[config.mk]
export PLATFORM = sky130hd
export DESIGN_NAME = spi_regfile_peripheral
export DESIGN_NICKNAME = d
export VERILOG_FILES = /design/src/rtl/spi_regfile_peripheral.sv
export SDC_FILE = /design/constraint.sdc
export NUM_CORES = 1
export LEC_CHECK = 0
export ABC_AREA = 1
export CELL_PAD_IN_SITES_DETAIL_PLACEMENT = 0
export CELL_PAD_IN_SITES_GLOBAL_PLACEMENT = 2
export CORE_UTILIZATION = 17
export CTS_BUF_LIST = sky130_fd_sc_hd__clkbuf_4 sky130_fd_sc_hd__clkbuf_8
export DETAILED_ROUTE_END_ITERATION = 10
export GPL_ROUTABILITY_DRIVEN = 0
export HOLD_SLACK_MARGIN = 0.15
export PLACE_DENSITY = 0.82
export SLEW_MARGIN = 10
export SYNTH_ARGS = -nofsm -noshare
export SYNTH_HDL_FRONTEND = slang
export SYNTH_SLANG_ARGS = --single-unit
[constraint.sdc]
create_clock -name iclk -period 5.2 [get_ports iclk]
set_input_delay 1.3 -clock iclk [delete_from_list [all_inputs] [get_ports iclk]]
set_output_delay 1.3 -clock iclk [all_outputs]
set_load 0.01 [all_outputs]
[src/rtl/spi_regfile_peripheral.sv]
// SPI mode-0 register-file peripheral, oversampled on iclk, with burst access and address auto-increment.
// Optional status word at address 0: define SPI_REGFILE_STATUS_EN.
module spi_regfile_peripheral #(
  parameter int               DATA_W    = 8,
  parameter int               ADDR_W    = 7,
  parameter int               N_REGS    = 60,
  parameter int               N_WR_REGS = 3,
  parameter logic [DATA_W-1:0] WR_RESET = '0
) (
  input  logic                                      iclk,
  input  logic                                      rst,
  input  logic                                      sclk,
  input  logic                                      cs_n,
  input  logic                                      pico,
  input  logic [(N_REGS-1-N_WR_REGS)*DATA_W-1:0]    ro_regs,
  output logic                                      poci,
  output logic [N_WR_REGS*DATA_W-1:0]               wr_regs,
  output logic [N_WR_REGS-1:0]                      wr_strobe,
  output logic                                      busy
);

  localparam int N_RO    = N_REGS - 1 - N_WR_REGS;
  localparam int MAX_BIT = (ADDR_W > DATA_W - 1) ? ADDR_W : DATA_W - 1;
  localparam int CNT_W   = $clog2(MAX_BIT + 1);

  typedef enum logic [1:0] {ST_IDLE, ST_HDR, ST_DATA, ST_WAIT_CS} state_t;

  logic [2:0]          sclk_sh;
  logic [2:0]          cs_sh;
  logic [1:0]          pico_sh;
  logic                sclk_rise;
  logic                sclk_fall;
  logic                cs_q;
  logic                pico_s;

  state_t              state;
  logic [CNT_W-1:0]    bit_cnt;
  logic [ADDR_W-1:0]   hdr_sr;
  logic [ADDR_W-1:0]   addr;
  logic                rw;
  logic [DATA_W-2:0]   rx_sr;
  logic [DATA_W-1:0]   rx_word;
  logic [DATA_W-1:0]   tx_sr;
  logic [DATA_W-1:0]   rd_val;
  logic [N_WR_REGS-1:0] wr_hit;
`ifdef SPI_REGFILE_STATUS_EN
  logic                abort_flag;
  logic [DATA_W-2:0]   wr_count;
`endif

  // Pin synchronisers are pure data pipes; leaving them unreset keeps cs_n visible through rst.
  always_ff @(posedge iclk) begin
    sclk_sh <= {sclk_sh[1:0], sclk};
    cs_sh   <= {cs_sh[1:0], cs_n};
    pico_sh <= {pico_sh[0], pico};
  end

  assign cs_q    = cs_sh[2];
  assign pico_s  = pico_sh[1];
  assign rx_word = {rx_sr, pico_s};

  always_ff @(posedge iclk) begin
    if (rst) begin
      sclk_rise <= 1'b0;
      sclk_fall <= 1'b0;
    end else begin
      sclk_rise <= sclk_sh[1] & ~sclk_sh[2];
      sclk_fall <= ~sclk_sh[1] & sclk_sh[2];
    end
  end

  always_comb begin
    rd_val = '0;
    wr_hit = '0;
    for (int i = 0; i < N_WR_REGS; i++) begin
      if (addr == ADDR_W'(i + 1)) begin
        rd_val    = wr_regs[i*DATA_W +: DATA_W];
        wr_hit[i] = 1'b1;
      end
    end
    for (int i = 0; i < N_RO; i++) begin
      if (addr == ADDR_W'(i + 1 + N_WR_REGS)) rd_val = ro_regs[i*DATA_W +: DATA_W];
    end
`ifdef SPI_REGFILE_STATUS_EN
    if (addr == '0) rd_val = {wr_count, abort_flag};
`endif
  end

  // cs_n high overrides everything, so a word whose last bit coincides with cs_n rise is dropped.
  always_ff @(posedge iclk) begin
    if (rst) begin
      state     <= cs_q ? ST_IDLE : ST_WAIT_CS;
      bit_cnt   <= '0;
      hdr_sr    <= '0;
      addr      <= '0;
      rw        <= 1'b0;
      rx_sr     <= '0;
      tx_sr     <= '0;
      poci      <= 1'b0;
      busy      <= 1'b0;
      wr_strobe <= '0;
      wr_regs   <= {N_WR_REGS{WR_RESET}};
`ifdef SPI_REGFILE_STATUS_EN
      abort_flag <= 1'b0;
      wr_count   <= '0;
`endif
    end else begin
      wr_strobe <= '0;
      if (cs_q) begin
`ifdef SPI_REGFILE_STATUS_EN
        if ((state == ST_HDR || state == ST_DATA) && bit_cnt != '0) abort_flag <= 1'b1;
`endif
        state   <= ST_IDLE;
        busy    <= 1'b0;
        poci    <= 1'b0;
        bit_cnt <= '0;
      end else begin
        case (state)
          // IDLE is only ever entered with cs_n high, so seeing it low here is the frame-start fall.
          ST_IDLE: begin
            state   <= ST_HDR;
            busy    <= 1'b1;
            bit_cnt <= '0;
          end
          ST_HDR: begin
            if (sclk_rise) begin
              if (bit_cnt == CNT_W'(ADDR_W)) begin
                rw      <= hdr_sr[ADDR_W-1];
                addr    <= {hdr_sr[ADDR_W-2:0], pico_s};
                state   <= ST_DATA;
                bit_cnt <= '0;
              end else begin
                hdr_sr  <= {hdr_sr[ADDR_W-2:0], pico_s};
                bit_cnt <= bit_cnt + CNT_W'(1);
              end
            end
          end
          ST_DATA: begin
            if (sclk_rise) begin
              if (bit_cnt == CNT_W'(DATA_W - 1)) begin
                if (rw) begin
                  for (int i = 0; i < N_WR_REGS; i++) begin
                    if (wr_hit[i]) begin
                      wr_regs[i*DATA_W +: DATA_W] <= rx_word;
                      wr_strobe[i]                <= 1'b1;
                    end
                  end
`ifdef SPI_REGFILE_STATUS_EN
                  if (|wr_hit) wr_count <= wr_count + (DATA_W-1)'(1);
`endif
                end
                addr    <= addr + ADDR_W'(1);
                bit_cnt <= '0;
              end else begin
                rx_sr   <= {rx_sr[DATA_W-3:0], pico_s};
                bit_cnt <= bit_cnt + CNT_W'(1);
              end
            end
            // A fall with the bit counter at zero marks a word boundary: load the next readout value.
            if (sclk_fall) begin
              if (bit_cnt == '0) begin
                poci  <= rd_val[DATA_W-1];
                tx_sr <= {rd_val[DATA_W-2:0], 1'b0};
`ifdef SPI_REGFILE_STATUS_EN
                if (addr == '0) abort_flag <= 1'b0;
`endif
              end else begin
                poci  <= tx_sr[DATA_W-1];
                tx_sr <= {tx_sr[DATA_W-2:0], 1'b0};
              end
            end
          end
          default: begin
            state <= ST_WAIT_CS;
            busy  <= 1'b0;
          end
        endcase
      end
    end
  end

endmodule

# --- Word-level counts from Yosys, hierarchy flattened ---
# Index checks and enable logic that the tools add are counted.
# Widths: inputs -> output; s select.
classes:
  n_bitwise: 9
  addsub: 2
  mux: 82
  reduce_logical: 18
  n_eq_ne: 70
op_table:
  columns: ["op", "count"]
  rows:
  - ["$mux 8", 60]
  - ["$eq 7x6->1 const B", 28]
  - ["$eq 7x5->1 const B", 16]
  - ["$eq 7x4->1 const B", 8]
  - ["$eq 7x3->1 const B", 4]
  - ["$mux 7", 4]
  - ["$reduce_and 6->1", 4]
  - ["$eq 7x2->1 const B", 2]
  - ["$pmux 7 s2", 1]
  - ["$reduce_and 4->1", 3]
  - ["$mux 2", 5]
  - ["$ne 2x2->1 const B", 4]
  - ["$ne 4x4->1 const B", 2]
  - ["$add 7x1->7 const B", 1]
  - ["$eq 7x1->1 const B", 1]
  - ["$mux 1", 7]
  - ["$not 1->1", 7]
  - ["$mux 3", 2]
  - ["$pmux 2 s3", 1]
  - ["$pmux 3 s2", 1]
  - ["$reduce_and 3->1", 2]
  - ["$reduce_or 6->1", 1]
  - ["$reduce_and 2->1", 2]
  - ["$reduce_bool 2->1", 2]
  - ["other kinds (11)", 13]
word_totals:
  regBits: 74
  output_inout_bits: 29
  word_cells: 199
  in_bits: 453

# --- Logic depth before layout (Yosys ltp) ---
# Gate-level depths: netlist of run 1.
depth:
  ltp_word: 61
  mapped_depth: 68
  ltp_nobuf: 68

# --- Least setup slack after synthesis of run 1 ---
# No wires, ideal clock.
synth_path:
  path_type: "in2reg"
  startpoint: "in ro_regs[3]"
  endpoint: "reg tx_sr[4]"
  setup_ns: 0.119
  stages: 58
  arrival_time_ns: 4.153
  t_required_ns: 5.081
  path_slack_ns: 0.928
  path_buffers: 0
  cell_sequence: "a21oi_1 nand3_1 nand2_1 nand2_1 nand2_1 nand2_1 nand2_1 nand2_1 nand2_1 nand4_1 nand3_1 nand3_1 nand2_1 nand3_1 nand3_1 nand2_1 nand2_1 nand2_1 (+22 left out) nand2_1 nand2_1 nand2_1 nand2_1 nand2_1 nand2_1 nand2_1 nand2_1 nand2_1 nand4_1 nand3_1 nand3_1 nand2_1 nand3_1 nand2_1 nand2_1 nand2_1 a21oi_1"
synth_between:
  elab_chain_cells: 57
synth_lines:
  columns: ["item", "line_no", "text"]
  rows:
  - ["from (decl)", "15", "input logic [(N_REGS-1-N_WR_REGS)*DATA_W-1:0] ro_regs,"]
  - ["$mux 8 (56 in a row)", "82", "if (addr == ADDR_W'(i + 1 + N_WR_REGS)) rd_val = ro_regs[i*DATA_W +: DATA_W];"]
  - ["$mux 8", "161", "if (bit_cnt == '0) begin"]
  - ["to (signal assigned)", "163", "tx_sr <= {rd_val[DATA_W-2:0], 1'b0};"]
  - ["to (signal assigned)", "169", "tx_sr <= {tx_sr[DATA_W-2:0], 1'b0};"]
  - ["to (decl)", "43", "logic [DATA_W-1:0] tx_sr;"]
# Every way passes these cells.
# A chain may end at the register's enable or synchronous reset.

# --- Worst setup path after layout of run 1 ---
layout_path:
  startpoint: "in ro_regs[23]"
  endpoint: "reg poci"
layout_between:
  elab_chain_cells: 55
layout_lines:
  columns: ["item", "line_no", "text"]
  rows:
  - ["$mux 8 (54 in a row)", "82", null]
  - ["$mux 1", "161", null]
  - ["to (signal assigned)", "162", "poci <= rd_val[DATA_W-1];"]
  - ["to (signal assigned)", "168", "poci <= tx_sr[DATA_W-1];"]
  - ["to (decl)", "16", "output logic poci,"]
# Every way passes these cells.

==> impl_metrics.yaml, run 1 <==
run_status:
  run_status: "finished, final reports clean"
clock_network:
  clk_root_buffer_cell: "clkbuf_8"
  tritoncts: "done"
  clkTransAtPathRegs_ns: 0.08
  clk-insertion-delay-late_ns: 0.37
  tritoncts_num_sinks: 73
  quantity_of_hold_fixing_buffers_added_after_cts: 0
  clock_tree.htree_level_count: 3
  cts_buffers: 9
  clock_tree.buffer_depth: 2
timing:
  final.period_utilization_pct: 96.2
  grt_setup_unrepaired: "true"
  setup_tns_ns: 0
  final_period_minus_worst_setup_slack_ns: 5.00
  timing.final.ws_setup_ns: 0.196
  finalSetupViolations: 0
  slew_violations: 0
  largest_clock_skew_in_the_final_design_ns: 0.0142
  max_freq_mhz: 200
  tightestPinTransition_ns: 1.08
  worst_slew_margin_rel_pct: 27.7
  timing.final.hold_violations: 0
global_route:
  grt_usage_pct: 17.7
  maximum_number_of_pins_on_one_net_before_global_route_repair: 49
  grt_pass1_vias: 12100
  initial_antenna_violation_count: 2
  first_pass_grt_wire_length_mm: 69.7
  grt_overflow: 0
setup_path:
  cp_max_fo: 1
  crit_path_frequent_cell: "nand2_1"
  worstPathBufferInverterCount: 1
  worst-endpoint-arrival_ns: 5.25
  critPathSlowestCell: "clkdlybuf4s50_1"
  crit_cells: 55
  critPathRequiredTime_ns: 5.45
  critPathTopFamily: "simple AND/OR/NAND/NOR gates"
  critPathKind: "in2reg"
  r2r_depth: 65
  worstSetupStartpointType: "input port"
  max_stage_delay_ns: 0.41
  timing.critical_path.to_type: "register"
finish:
  layout_nets: 2683
  finalCoreUtilization_pct: 30.7
  post_layout_nonfiller_instances: 2889
  fillers: 5649
  layout.cells.most_common: "nand2_1"
  layout.cells.most_common_list: "582 x nand2_1, 458 x clkdlybuf4s50_1, 279 x nor2_1, 196 x inv_1, 167 x a21oi_1"
  drive_above_1_share_pct: 11.5
  area_delta_synth_final_pct: 77.2
placed_design:
  pre_cts_slack_ns: -0.710
  dpl.cell_count: 2863
  io_buffer_count: 481
  dpl.hpwl_mm: 39.6
synth:
  synth_top_area_share_pct: 27.7
  synth.cell_area_mm2: 0.00849
  yosys_register_bits: 73
  syn_nets: 2170
  synth.lib_cells_used.distinct: 39
  proportion_of_synthesized_chip_area_in_sequential_cells_pct: 17.5
  synth_area_per_cell_um2: 4.98
  synth_top_cell_by_area: "nand2_1"
  post_synth_inst_count: 1706
  yosysWarningCount: 0
  yosys-top-cells-area: "nand2_1 28%, dfxtp_1 17%, nor2_1 12%"
flow_run:
  max_cap_viol_count: 0
worst_hold_path:
  timing.hold.worst.class: "reg2reg"
  min_path_cells: 0
route:
  drtAntennaViolNets: 0
  dr_wl_met2_mm: 23.1
  avgRoutedWirePerCell_um: 16.4
  firstDrtPassIters: 4
  topRoutingLayerUsed: "met5"
  wl_met1_mm: 20.5
  total_met3_wirelength_after_detailed_routing_mm: 2.49
  dr.first_iter.drc_count: 617
  drcViolationCount: 0
  via_total_after_detailed_routing: 12100
  postRouteWirelength_mm: 47.4
  detail_route.vias_per_cell: 4.20
floorplanning:
  die_h_um: 225
  num_io_pins: 482
  floorplan.rows: 81
  die-area_mm2: 0.0508
  placeableCoreArea_mm2: 0.0491
  initial_core_util_pct: 17.3
  die_x_um: 225
pwr:
  cellPowerDensity_mw_per_mm2: 94.6
  power_leakage_nw: 6.85
  vdd_ir_drop_max_v: 0.000101
==> worst register-to-register path, delay by kind of cell (launching register included) <==
kind,cells,cell delay [ns]
and+or+nand+nor,61,3.97
AOI/OAI and AO/OA,1,0.12
adders and majority gates,1,0.15
buffers and inverters,2,0.25
DFF,1,0.39
==> area by class of cell <==
class	instances	area, um^2	share of cell area, %
multi-input cells	1368	6330	42.1
flip-flops and latches	73	1490	9.93
repair buffers	551	5370	35.7
inverters	216	818	5.44
clock buffers	9	124	0.824
clock inverters	7	66.3	0.441
diodes	1	2.50	0.0166
well taps	664	831	5.52
==> worst paths after layout <==
path	start	to	slack, ns
min	cs_sh[1]	cs_sh[2]	0.33
max reg2reg	addr[1]	tx_sr[5]	0.24
min reg2reg	cs_sh[1]	cs_sh[2]	0.33
max	ro_regs[23]	poci	0.20
==> registers in the layout (all words and copies together), names as in the netlist, 2 cells and up <==
| register | count |
|---|---|
| addr | 7 |
| cs_sh | 3 |
| tx_sr | 7 |
| wr_regs | 24 |
| rx_sr | 7 |
| hdr_sr | 7 |
| sclk_sh | 3 |
| state | 2 |
| pico_sh | 2 |
| bit_cnt | 3 |
| wr_strobe | 3 |
==> cells in the mapped netlist, drive strengths merged <==
master,instances
nand2,631
nor2,294
inv,209
a21oi,182
o21ai,104
dfxtp,71
nand3,70
or2,45
clkbuf,39
nand4,12
ha,11
buf,10
clkinv,7
nor3,6
o211ai,3
a31oi,2
edfxtp,2
o31ai,2
a211oi,1
a221oi,1
nand3b,1
nor3b,1
o21a,1
xor2,1
==> layer usage <==
layer,GRT usage [%],vias to the layer above
met5,0,-
met4,5.35,4
met3,2.91,57
met2,31.6,330
met1,21.7,5397
li1,-,6336
==> power by group <==
part	internal, mW	switching, mW	leakage, nW
clock network	0.187	0.249	0.0991
registers	0.568	0.00663	0.600
logic	0.306	0.107	6.15
==> metrics by stage <==
step	power, mW	instance area, um^2	hold WS, ns
final	1.42	15000	0.332
after global routing	1.50	15000	0.341
after CTS	1.45	14700	0.333
after global placement	1.01	14400	0.312
after floorplan	0.625	8490	0.310
after detailed placement	1.01	14400	0.312
==> what timing repair did <==
action | 4_1_cts | 5_1_grt
setup buffers | 6 | 3
resized for setup | 38 | 115
endpoints found under the setup margin | 3 | 8
cloned | 0 | 0
pin swaps | 80 | 174
==> cells by family after synthesis <==
kind of cell,count (synthesis),synth area share [%]
simple gates,1060,51.1
flops,73,17.5
buf+inv,265,12.0
compound gates,296,17.8
fa+ha+maj,11,1.62
xor+xnor,1,0.103
(Power assumes the default switching activity.)
==> inputs of run 2 (changes only) <==
--- a/config.mk
+++ b/config.mk
@@ -10,6 +10,7 @@
 export CELL_PAD_IN_SITES_GLOBAL_PLACEMENT = 2
 export CORE_UTILIZATION = 17
 export CTS_BUF_LIST = sky130_fd_sc_hd__clkbuf_4 sky130_fd_sc_hd__clkbuf_8
+export CTS_CLUSTER_SIZE = 16
 export DETAILED_ROUTE_END_ITERATION = 10
 export GPL_ROUTABILITY_DRIVEN = 0
 export HOLD_SLACK_MARGIN = 0.15
==> results of run 2 <==
Final layout, timing and power as in run 1 (identical DEF).
==> inputs of run 3 (changes only) <==
--- a/config.mk
+++ b/config.mk
@@ -13,6 +13,7 @@
 export CTS_CLUSTER_SIZE = 16
 export DETAILED_ROUTE_END_ITERATION = 10
 export GPL_ROUTABILITY_DRIVEN = 0
+export GPL_TIMING_DRIVEN = 0
 export HOLD_SLACK_MARGIN = 0.15
 export PLACE_DENSITY = 0.82
 export SLEW_MARGIN = 10
==> impl_metrics.yaml, run 3 (synthesis gave the netlist of run 1 again) <==
finish:
  area_delta_synth_final_pct: 79.9
  fillers: 5631
  drive_above_1_share_pct: 11.7
  layout.cells.most_common_list: "583 x nand2_1, 455 x clkdlybuf4s50_1, 273 x nor2_1, 191 x inv_1, 169 x a21oi_1"
  largest_register_ff_count: 24
  layout_nets: 2709
  top_register: "wr_regs"
  layout.cells.most_common: "nand2_1"
  area_of_the_multi_input_gates_mm2: 0.00649
  total_area_of_sequential_cells_mm2: 0.00149
  fin_area_mm2: 0.0153
global_route:
  maximum_number_of_pins_on_one_net_before_global_route_repair: 14
  first_pass_grt_wire_length_mm: 69.8
  grt_pass1_vias: 12000
  initial_antenna_violation_count: 4
  grt_overflow: 0
  grt_usage_pct: 17.9
route:
  firstDrtPassIters: 5
  drcViolationCount: 0
  detail_route.vias_per_cell: 4.17
  drtAntennaViolNets: 0
  postRouteWirelength_mm: 47.8
  via_total_after_detailed_routing: 12200
  dr.first_iter.drc_count: 489
  avgRoutedWirePerCell_um: 16.4
floorplanning:
  placeableCoreArea_mm2: 0.0491
  initial_core_util_pct: 17.3
  floorplan.rows: 81
  num_io_pins: 482
  die_h_um: 225
  die_x_um: 225
  die-area_mm2: 0.0508
clock_network:
  clock_tree.buffer_depth: 2
  tritoncts_num_sinks: 73
  clkTransAtPathRegs_ns: 0.08
  quantity_of_hold_fixing_buffers_added_after_cts: 0
  clock_tree.htree_level_count: 3
  clk-insertion-delay-late_ns: 0.35
  tritoncts: "done"
  cts_buffers: 9
  clk_root_buffer_cell: "clkbuf_8"
placed_design:
  pre_cts_slack_ns: -0.624
  dpl-instance-area_mm2: 0.0141
  io_buffer_count: 481
  dpl.hpwl_mm: 39.4
pwr:
  vdd_ir_drop_max_v: 0.000148
  power_leakage_nw: 6.86
  fin_total_pwr_mw: 1.48
  cellPowerDensity_mw_per_mm2: 96.8
setup_path:
  critPathRequiredTime_ns: 5.44
  crit_path_frequent_cell: "nand2_1"
  worst-endpoint-arrival_ns: 5.35
  cp_max_fo: 1
  critPathSlowestCell: "dlygate4sd2_1"
  worstSetupStartpointType: "input port"
  reg2reg_slack_ns: 0.14
  critPathKind: "in2reg"
  max_stage_delay_ns: 0.24
  timing.critical_path.to_type: "register"
timing:
  worst_slew_margin_rel_pct: 53.2
  slew_violations: 0
  largest_clock_skew_in_the_final_design_ns: 0.0139
  tightestPinTransition_ns: 0.700
  max_freq_mhz: 196
  final_period_minus_worst_setup_slack_ns: 5.11
  finalSetupViolations: 0
  timing.final.hold_violations: 0
  final.period_utilization_pct: 98.2
  timing.final.ws_setup_ns: 0.0915
  grt_setup_unrepaired: "true"
run_status:
  run_status: "finished, final reports clean"
worst_hold_path:
  timing.hold.worst.class: "reg2reg"
flow_run:
  max_cap_viol_count: 0
## run 3: path summary, 6_finish.rpt
kind / start / end / cells after the start
min: pico_sh[0] / pico_sh[1] / 0
max: ro_regs[2] / tx_sr[3] / 59
min reg2reg: pico_sh[0] / pico_sh[1] / 0
max reg2reg: addr[2] / tx_sr[3] / 65
## run 3: metrics by stage
| stage | util (%) | hold slack [ns] | TNS (ns) | std cells |
|---|---|---|---|---|
| 2_1_floorplan | - | 0.310 | 0 | 1706 |
| 3_3_place_gp | 28.8 | 0.313 | -3.92 | 2851 |
| 3_5_place_dp | 28.8 | 0.312 | -3.86 | 2851 |
| 4_1_cts | 30.1 | 0.329 | -0.00643 | 2889 |
| 5_1_grt | 31.1 | 0.335 | -3.62 | 2916 |
| 6_report | 31.1 | 0.328 | 0 | 2916 |
## run 3: repair_timing
action | in CTS | in global routing
setup endpoints to repair | 8 | 8
pin swaps | 163 | 164
buffers inserted | 22 | 25
gates resized for setup | 97 | 97
## run 3: critical path: cells and delay by family
kind | cells | cell delay [ns]
buffers and inverters | 1 | 0.24
AND/OR/NAND/NOR | 55 | 3.55
AO/OA/AOI/OAI | 3 | 0.25
## run 3: final cells by class
class,instances,share of cell area [%]
multi-input cells,1368,42.5
plain buffers,49,1.47
inverters,216,5.38
clock inverters,5,0.533
repair buffers,528,34.0
flip-flops and latches,73,9.77
clock buffers,11,0.910
diodes,2,0.0328
well taps,664,5.44
## run 3: layer usage
layer	global-route usage, %	vias to the layer above	part of all wire, %
li1	-	6388	-
met1	22.1	5415	43
met2	32.1	335	50
met3	2.58	34	5.1
met4	4.34	2	1.6
met5	0	-	0.021
## run 3: power by group
group / switching (mW) / internal [mW]
registers: 0.00657 / 0.569
clock network: 0.213 / 0.281
logic: 0.105 / 0.303
total: 0.324 / 1.15
